$ cat config.mk
export PLATFORM = sky130hd
export DESIGN_NAME = core_mem_bridge
export DESIGN_NICKNAME = d
export VERILOG_FILES = /design/src/rtl/core_mem_bridge.sv
export SDC_FILE = /design/constraint.sdc
export NUM_CORES = 1
export LEC_CHECK = 0
export BUFFER_PORTS_ARGS = -buffer_cell sky130_fd_sc_hd__buf_4
export CAP_MARGIN = 20
export CORE_UTILIZATION = 53
export DETAILED_ROUTE_END_ITERATION = 6
export PLACE_DENSITY = 0.73
export RECOVER_POWER = 50
export SLEW_MARGIN = 20
export SYNTH_ARGS = -nofsm -noshare
export SYNTH_HDL_FRONTEND = slang
export SYNTH_SLANG_ARGS = --single-unit
$ cat constraint.sdc
create_clock -name clk -period 5.5 [get_ports clk]
set_clock_uncertainty 0.1 [all_clocks]
set_input_delay 1.375 -clock clk [delete_from_list [all_inputs] [get_ports clk]]
set_output_delay 1.375 -clock clk [all_outputs]
set_load 0.005 [all_outputs]
$ cat src/rtl/core_mem_bridge.sv
// core_mem_bridge: per-core bridge between a CPU load/store port and one core
// port of the shared-memory interconnect.
//   - Stores are posted into a DEPTH-entry circular write buffer and drained
//     to the interconnect in order.
//   - Loads that hit a buffered store are answered the same cycle from the
//     youngest matching entry. Misses go to the interconnect ahead of any
//     older buffered stores.
// Ports:
//   clk, rst                      clock, synchronous active-high reset
//   core_addr/core_wdata          core request address / store data
//   core_read/core_write          core requests, held until core_stall is low
//   core_rdata, core_stall        load data on completion; combinational stall
//   ic_addr, ic_write_data        registered interconnect address / store data
//   ic_read_enable/ic_write_enable registered interconnect requests
//   ic_read_data, ic_ready        interconnect return data; completion strobe
//   wbuf_count/full/empty         write-buffer occupancy
module core_mem_bridge #(
  parameter int DEPTH = 4,
  parameter int AW    = 8,
  parameter int DW    = 8
) (
  input  logic                   clk,
  input  logic                   rst,
  input  logic [AW-1:0]          core_addr,
  input  logic [DW-1:0]          core_wdata,
  input  logic                   core_read,
  input  logic                   core_write,
  output logic [DW-1:0]          core_rdata,
  output logic                   core_stall,
  output logic [AW-1:0]          ic_addr,
  output logic [DW-1:0]          ic_write_data,
  output logic                   ic_read_enable,
  output logic                   ic_write_enable,
  input  logic [DW-1:0]          ic_read_data,
  input  logic                   ic_ready,
  output logic [$clog2(DEPTH):0] wbuf_count,
  output logic                   wbuf_full,
  output logic                   wbuf_empty
);
  localparam int PW = $clog2(DEPTH);
  localparam int CW = PW + 1;

  typedef enum logic [1:0] {IDLE, WR, RD, RD_DONE} state_t;
  state_t state, state_n;

  logic [AW-1:0] mem_addr [DEPTH];
  logic [DW-1:0] mem_data [DEPTH];
  logic [PW-1:0] head, tail, nxt, idx;

  logic [AW-1:0] ic_addr_n;
  logic [DW-1:0] ic_wdata_n, load_q, load_n, hit_data;
  logic          ic_re_n, ic_we_n;
  logic          ld, st, push, pop, hit, ld_miss, rd_done;

  assign wbuf_full  = (wbuf_count == CW'(DEPTH));
  assign wbuf_empty = (wbuf_count == '0);

  // A simultaneous read+write is a load; the store half is dropped.
  assign ld      = core_read;
  assign st      = core_write & ~core_read;
  assign push    = st & ~wbuf_full;
  assign pop     = (state == WR) & ic_ready;
  assign rd_done = (state == RD_DONE);
  assign ld_miss = ld & ~hit;
  assign nxt     = head + PW'(1);

  // Scan oldest to youngest so the last match wins. The head stays valid
  // while it drains, so it still forwards until popped.
  always_comb begin
    hit      = 1'b0;
    hit_data = '0;
    idx      = '0;
    for (int i = 0; i < DEPTH; i++) begin
      idx = head + PW'(i);
      if ((CW'(i) < wbuf_count) && (mem_addr[idx] == core_addr)) begin
        hit      = 1'b1;
        hit_data = mem_data[idx];
      end
    end
  end

  assign core_stall = (ld & ~hit & ~rd_done) | (st & wbuf_full);
  assign core_rdata = (ld & rd_done) ? load_q :
                      (ld & hit)     ? hit_data : '0;

  always_comb begin
    state_n    = state;
    ic_addr_n  = ic_addr;
    ic_wdata_n = ic_write_data;
    ic_re_n    = ic_read_enable;
    ic_we_n    = ic_write_enable;
    load_n     = load_q;
    case (state)
      IDLE: begin
        if (ld_miss) begin
          ic_addr_n = core_addr;
          ic_re_n   = 1'b1;
          state_n   = RD;
        end else if (!wbuf_empty) begin
          ic_addr_n  = mem_addr[head];
          ic_wdata_n = mem_data[head];
          ic_we_n    = 1'b1;
          state_n    = WR;
        end
      end
      WR: begin
        if (ic_ready) begin
          ic_we_n = 1'b0;
          if (ld_miss) begin
            ic_addr_n = core_addr;
            ic_re_n   = 1'b1;
            state_n   = RD;
          end else if (wbuf_count > CW'(1)) begin
            ic_addr_n  = mem_addr[nxt];
            ic_wdata_n = mem_data[nxt];
            ic_we_n    = 1'b1;
          end else if (push) begin
            // Last entry leaves as a new one lands at nxt this edge:
            // forward it straight from the core to avoid a bubble.
            ic_addr_n  = core_addr;
            ic_wdata_n = core_wdata;
            ic_we_n    = 1'b1;
          end else begin
            state_n = IDLE;
          end
        end
      end
      RD: begin
        if (ic_ready) begin
          load_n  = ic_read_data;
          ic_re_n = 1'b0;
          state_n = RD_DONE;
        end
      end
      RD_DONE: state_n = IDLE;
      default: state_n = IDLE;
    endcase
  end

  always_ff @(posedge clk) begin
    if (rst) begin
      state           <= IDLE;
      ic_addr         <= '0;
      ic_write_data   <= '0;
      ic_read_enable  <= 1'b0;
      ic_write_enable <= 1'b0;
      load_q          <= '0;
      head            <= '0;
      tail            <= '0;
      wbuf_count      <= '0;
    end else begin
      state           <= state_n;
      ic_addr         <= ic_addr_n;
      ic_write_data   <= ic_wdata_n;
      ic_read_enable  <= ic_re_n;
      ic_write_enable <= ic_we_n;
      load_q          <= load_n;
      if (push) tail <= tail + PW'(1);
      if (pop)  head <= nxt;
      case ({push, pop})
        2'b10:   wbuf_count <= wbuf_count + CW'(1);
        2'b01:   wbuf_count <= wbuf_count - CW'(1);
        default: wbuf_count <= wbuf_count;
      endcase
    end
  end

  // Entry storage needs no reset; occupancy alone defines validity.
  always_ff @(posedge clk) begin
    if (push) begin
      mem_addr[tail] <= core_addr;
      mem_data[tail] <= core_wdata;
    end
  end
endmodule

**After elaboration in Yosys (flattened, before gate mapping)**

Memories as Yosys holds them, arrays and structs flattened. A register that Yosys moved wholly into a read port is not among the register bits.
Index checks and enable logic that the tools add are counted.

- Add/sub/neg operators: 6
- Order comparisons: 5
- Equal/unequal tests: 20
- Muxes and demuxes: 49
- Bitwise logic cells: 13
- Reduce and logical (&&, ||, !) cells: 15

Operators by type and width:

| kind | number |
|---|---|
| $mux W8 | 18 |
| $eq A8 B8 Y1 | 4 |
| $pmux W8 S2 | 2 |
| $mux W2 | 11 |
| $mux W1 | 14 |
| $ne A2 B2 Y1 const B | 5 |
| $ne A3 B3 Y1 const B | 3 |
| $and A1 B1 Y1 | 8 |
| $pmux W2 S4 | 1 |
| $reduce_and A4 Y1 | 2 |
| $eq A2 B2 Y1 const B | 3 |
| $lt A1 B3 Y1 const A | 2 |
| $lt A2 B3 Y1 const A | 2 |
| $pmux W3 S2 | 1 |
| $reduce_and A6 Y1 | 1 |
| $reduce_and A5 Y1 | 1 |
| $add A2 B1 Y2 const B | 2 |
| $add A2 B2 Y2 const B | 2 |
| $eq A2 B1 Y1 const B | 2 |
| $logic_and A1 B1 Y1 | 4 |
| $ne A4 B3 Y1 const B | 1 |
| $not A1 Y1 | 4 |
| $reduce_bool A2 Y1 | 2 |
| $add A3 B1 Y3 const B | 1 |
| 12 further kinds | 12 |

- Register bits: 35
- Memory bits (writable): 64
- Bits of input ports: 29
- Output and inout bits: 32
- Word-level logic and storage cells: 119
- Memories kept: 2

Memory list:

| memory | words | bits a word | read ports | clocked after Yosys merged registers in | write ports | line | text |
|---|---|---|---|---|---|---|---|
| mem_addr | 4 | 8 | 4 | 1 | 1 | 46 | `logic [AW-1:0] mem_addr [DEPTH];` |
| mem_data | 4 | 8 | 4 | 1 | 1 | 47 | `logic [DW-1:0] mem_data [DEPTH];` |

**Depth between registers and ports, before layout**

An unclocked memory read counts as a cell.

- Depth after elaboration: 12
- Gate-level depth with buffers: 13
- Gate-level depth less buffers: 11

**Worst setup path before layout**

No wires, ideal clock.

- Kind: input to output
- Start point: in core_addr[4]
- End point: out core_rdata[6]
- Arrival: 3.502 ns
- Required time: 4.025 ns
- Path slack: 0.523 ns
- Cell stages on the path: 7
- Path through: clkbuf_1 > xor2_1 > nand2_1 > o41a_1 > o21a_1 > a211oi_1 > a221o_1

- Cells in the longest elaborated chain, start to end: 9
- Elaborated cells on any way between the ends: 19
- Classes of those cells: eq/ne: 4; mux: 10; bitwise: 1; reduce/logical: 4

RTL lines:

| what | line | text |
|---|---|---|
| start, declared | 24 | `input logic [AW-1:0] core_addr,` |
| $eq A8 B8 Y1 | 75 | `if ((CW'(i) < wbuf_count) && (mem_addr[idx] == core_addr)) begin` |
| $logic_and A1 B1 Y1 | 75 |  |
| $mux W1 (4 in a row) | 75 |  |
| $and A1 B1 Y1 | 84 | `(ld & hit) ? hit_data : '0;` |
| $mux W8 (*) | 84 |  |
| $mux W8 (*) | 83 | `assign core_rdata = (ld & rd_done) ? load_q :` |
| end, declared | 28 | `output logic [DW-1:0] core_rdata,` |

Every way passes the cells marked *; elsewhere a longest branch is shown, timed or not.

**Final worst setup path**

- Start point: in core_addr[6]
- End point: out core_rdata[6]

Same word-level chain as after synthesis.

==> impl_metrics.ini <==
[status]
status = finished with violations
violations = design-rule violations

[synth]
synth_fp_nets = 629
synthArstFlopShare_pct = 0
synth_cell_types = 51
ys.flop_type = edfxtp_1
seq_area_frac_synth_pct = 42.1
avgSynthCellArea_sq_um = 10.7
syn_area_sq_um = 6320
synth-seq-cells = 101
syn_inst = 591
synth-edff-count = 64
yosys_warnings = 0

[global_routing]
globalRouteMet2Util_pct = 40.0
grt.busiest_layer = met2
grt_pass1_wl_mm = 25.7
grtUsageTotal_pct = 27.0
grt_remaining_overflow = 0
grt_pass1_vias = 4729
grt_max_degree = 37
use_met1_pct = 39.2
globalRouteMet3Util_pct = 5.08
antenna_found_initial = 0

[timing]
period_share_pct = 96.9
slew-limit-headroom_pct = 26.1
slew_violations = 0
fin_ws_ps = 172
hold_viol_final = 0
setup_viol = 0
max_freq_ghz = 0.188
totalNegativeSetupSlack_ps = 0
tightest_slew_ps = 1110
rsz0062_at_grt = no
hold_slack_ps = 399
min_period_ps = 5330

[die]
start_util_pct = 54.9
core_area_sq_um = 11500
dieArea_sq_um = 12400
io_pins = 61
chipHeight_um = 111
die_x_um = 111
rows = 39

[setup_path]
cp.required_ps = 4030
crit_fanout = 9
r2r-end = ic_write_data[5]
critPathArrivalTime_ps = 3850
startpoint = core_addr[6]
r2r_slack_ps = 1720
critPathLaunchType = input port
timing.rr.start = head[1]
crit_type = in -> out
reg2reg_depth = 9
end_kind = output port

[placement]
io_buffer_count = 60
place_ws_ps = 262
place_congestion = 0.912
place_hpwl_mm = 11.2

[hold_path]
hold_depth = 2
hold_path_class = reg -> reg
min_to = ic_write_data[2]
min_from = ic_write_data[2]

[power_and_ir_drop]
power.leakage_nw = 2.48
power_per_cell_area_nw_per_um2 = 261
ir_drop_v = 0.000187
power_mw = 1.85

[clock_tree]
insertion_delay_ps = 350
cts_tree = done
htreeDepth = 3
clk_pin_slew_ps = 70
clock_sinks = 101
cts_buffers = 9
root_buffer = clkbuf_16
clockBufferDepth = 2

[routing]
drc_errors = 10
wl_per_cell_um = 20.7
vias = 4994
first_pass_iters = 7
drt-initial-drc-count = 551
avgViaCountPerCell = 6.42
ant_nets = 0
wl_mm = 16.1

[run]
drv_cap = 0

[cells_and_area]
nNetsFinal = 668
fillers = 933
syn_to_final_growth_pct = 12.1
seqCellArea_sq_um = 2670
diodes = 0
multi_input_area_sq_um = 3410
drive_gt1_share_pct = 19.8
## critical path: stages
cell and delay (ps):
clkbuf_1 380, xnor2_1 200, nand2_1 80, a2111oi_0 510, buf_4 210, nor2_1 40
buf_4 180, a211oi_1 260, a31oi_1 70, a221o_1 390, buf_4 150
## final cells by class
cell class                 instances  share of cell area [%]
multi-input combinational        434                    48.1
sequential                       101                    37.7
timing repair buffer              73                    7.15
clock buffer                      11                    3.43
tap                              143                    2.53
inverter                          11                   0.583
clock inverter                     5                   0.530
## cells in the mapped netlist (8+ instances only)
| library cell | n | area [sq um] |
|---|---|---|
| a2111oi_1 | 8 | 80.1 |
| a211oi_1 | 27 | 203 |
| a21oi_1 | 37 | 185 |
| a31oi_1 | 11 | 68.8 |
| buf_1 | 10 | 37.5 |
| clkbuf_1 | 23 | 86.3 |
| dfxtp_1 | 37 | 741 |
| edfxtp_1 | 64 | 1920 |
| ha_1 | 9 | 113 |
| inv_1 | 11 | 41.3 |
| mux2_2 | 16 | 180 |
| mux2i_1 | 56 | 561 |
| mux4_2 | 27 | 608 |
| nand2_1 | 44 | 165 |
| nand3_1 | 8 | 40.0 |
| nor2_1 | 72 | 270 |
| o21ai_0 | 14 | 70.1 |
| xnor2_1 | 23 | 201 |
| xor2_1 | 17 | 149 |
## where the power goes
group	total [mW]	switching, mW	internal [mW]
logic	0.369	0.208	0.161
clock network	0.598	0.278	0.320
registers	0.885	0.0410	0.844
## timing repair
item                                    4_1_cts  5_1_grt
buffers inserted                              0        0
hold buffers                                  0        0
gates resized for setup                       0        2
endpoints found under the setup margin        0        1
## layer usage
| layer | vias to the layer above | wire length [um] |
|---|---|---|
| li1 | 2293 | - |
| met1 | 2437 | 7110 |
| met2 | 244 | 7140 |
| met3 | 20 | 1590 |
| met4 | 0 | 276 |
| met5 | - | 0 |
## logic make-up after synthesis
family	Yosys count	synth area share [%]
xor gates and xnor gates	40	5.55
DFF	101	42.1
adders and majority gates	9	1.78
AOI/OAI and AO/OA	131	14.5
and+or+nand+nor	155	10.7
buffers and inverters	56	3.96
muxes	99	21.4
## worst max path at each step
stage          slack, ps  cells after the start       endpoint
2_1_floorplan        520                      7  core_rdata[6]
3_3_place_gp         400                     11  core_rdata[6]
3_5_place_dp         260                      9  core_rdata[6]
4_1_cts              180                     11  core_rdata[6]
5_1_grt               60                     12  core_rdata[6]
6_report             170                     11  core_rdata[6]
## state kept, by name (all words and copies together), names as in the netlist, 2 cells and up, named ones only
signal	cells
wbuf_count	3
mem_data	32
load_q	8
mem_addr	32
state	2
tail	2
ic_write_data	8
ic_addr	8
head	2
## through the flow
stage	std cells	utilization, %	instance area, sq um
finish	778	61.5	7080
global route	778	61.5	7080
CTS	778	61.8	7120
detailed placement	762	59.4	6840
global placement	762	59.4	6840
floorplan	591	-	6320
## placed cells by master, fill, tap and decap left out, types with 3 or more instances in the layout
cell       count
inv_1         11
and2_1         4
mux4_2        27
a221o_1        7
a21oi_1       37
edfxtp_1      64
nand2_1       44
a2111oi_1      8
a22o_1         6
ha_1           9
clkbuf_1      12
a211oi_1      27
a31oi_1       11
nor2_1        72
mux2_2        16
clkbuf_4      20
nor3_1         4
clkinv_4       3
nand2b_1       6
nand4_1        5
mux2i_1       56
clkbuf_16      9
dfxtp_1       35
nand3_1        7
o21ai_0       14
buf_4         42
xor2_1        17
xnor2_1       23
Power figures use the tool's default switching activity.
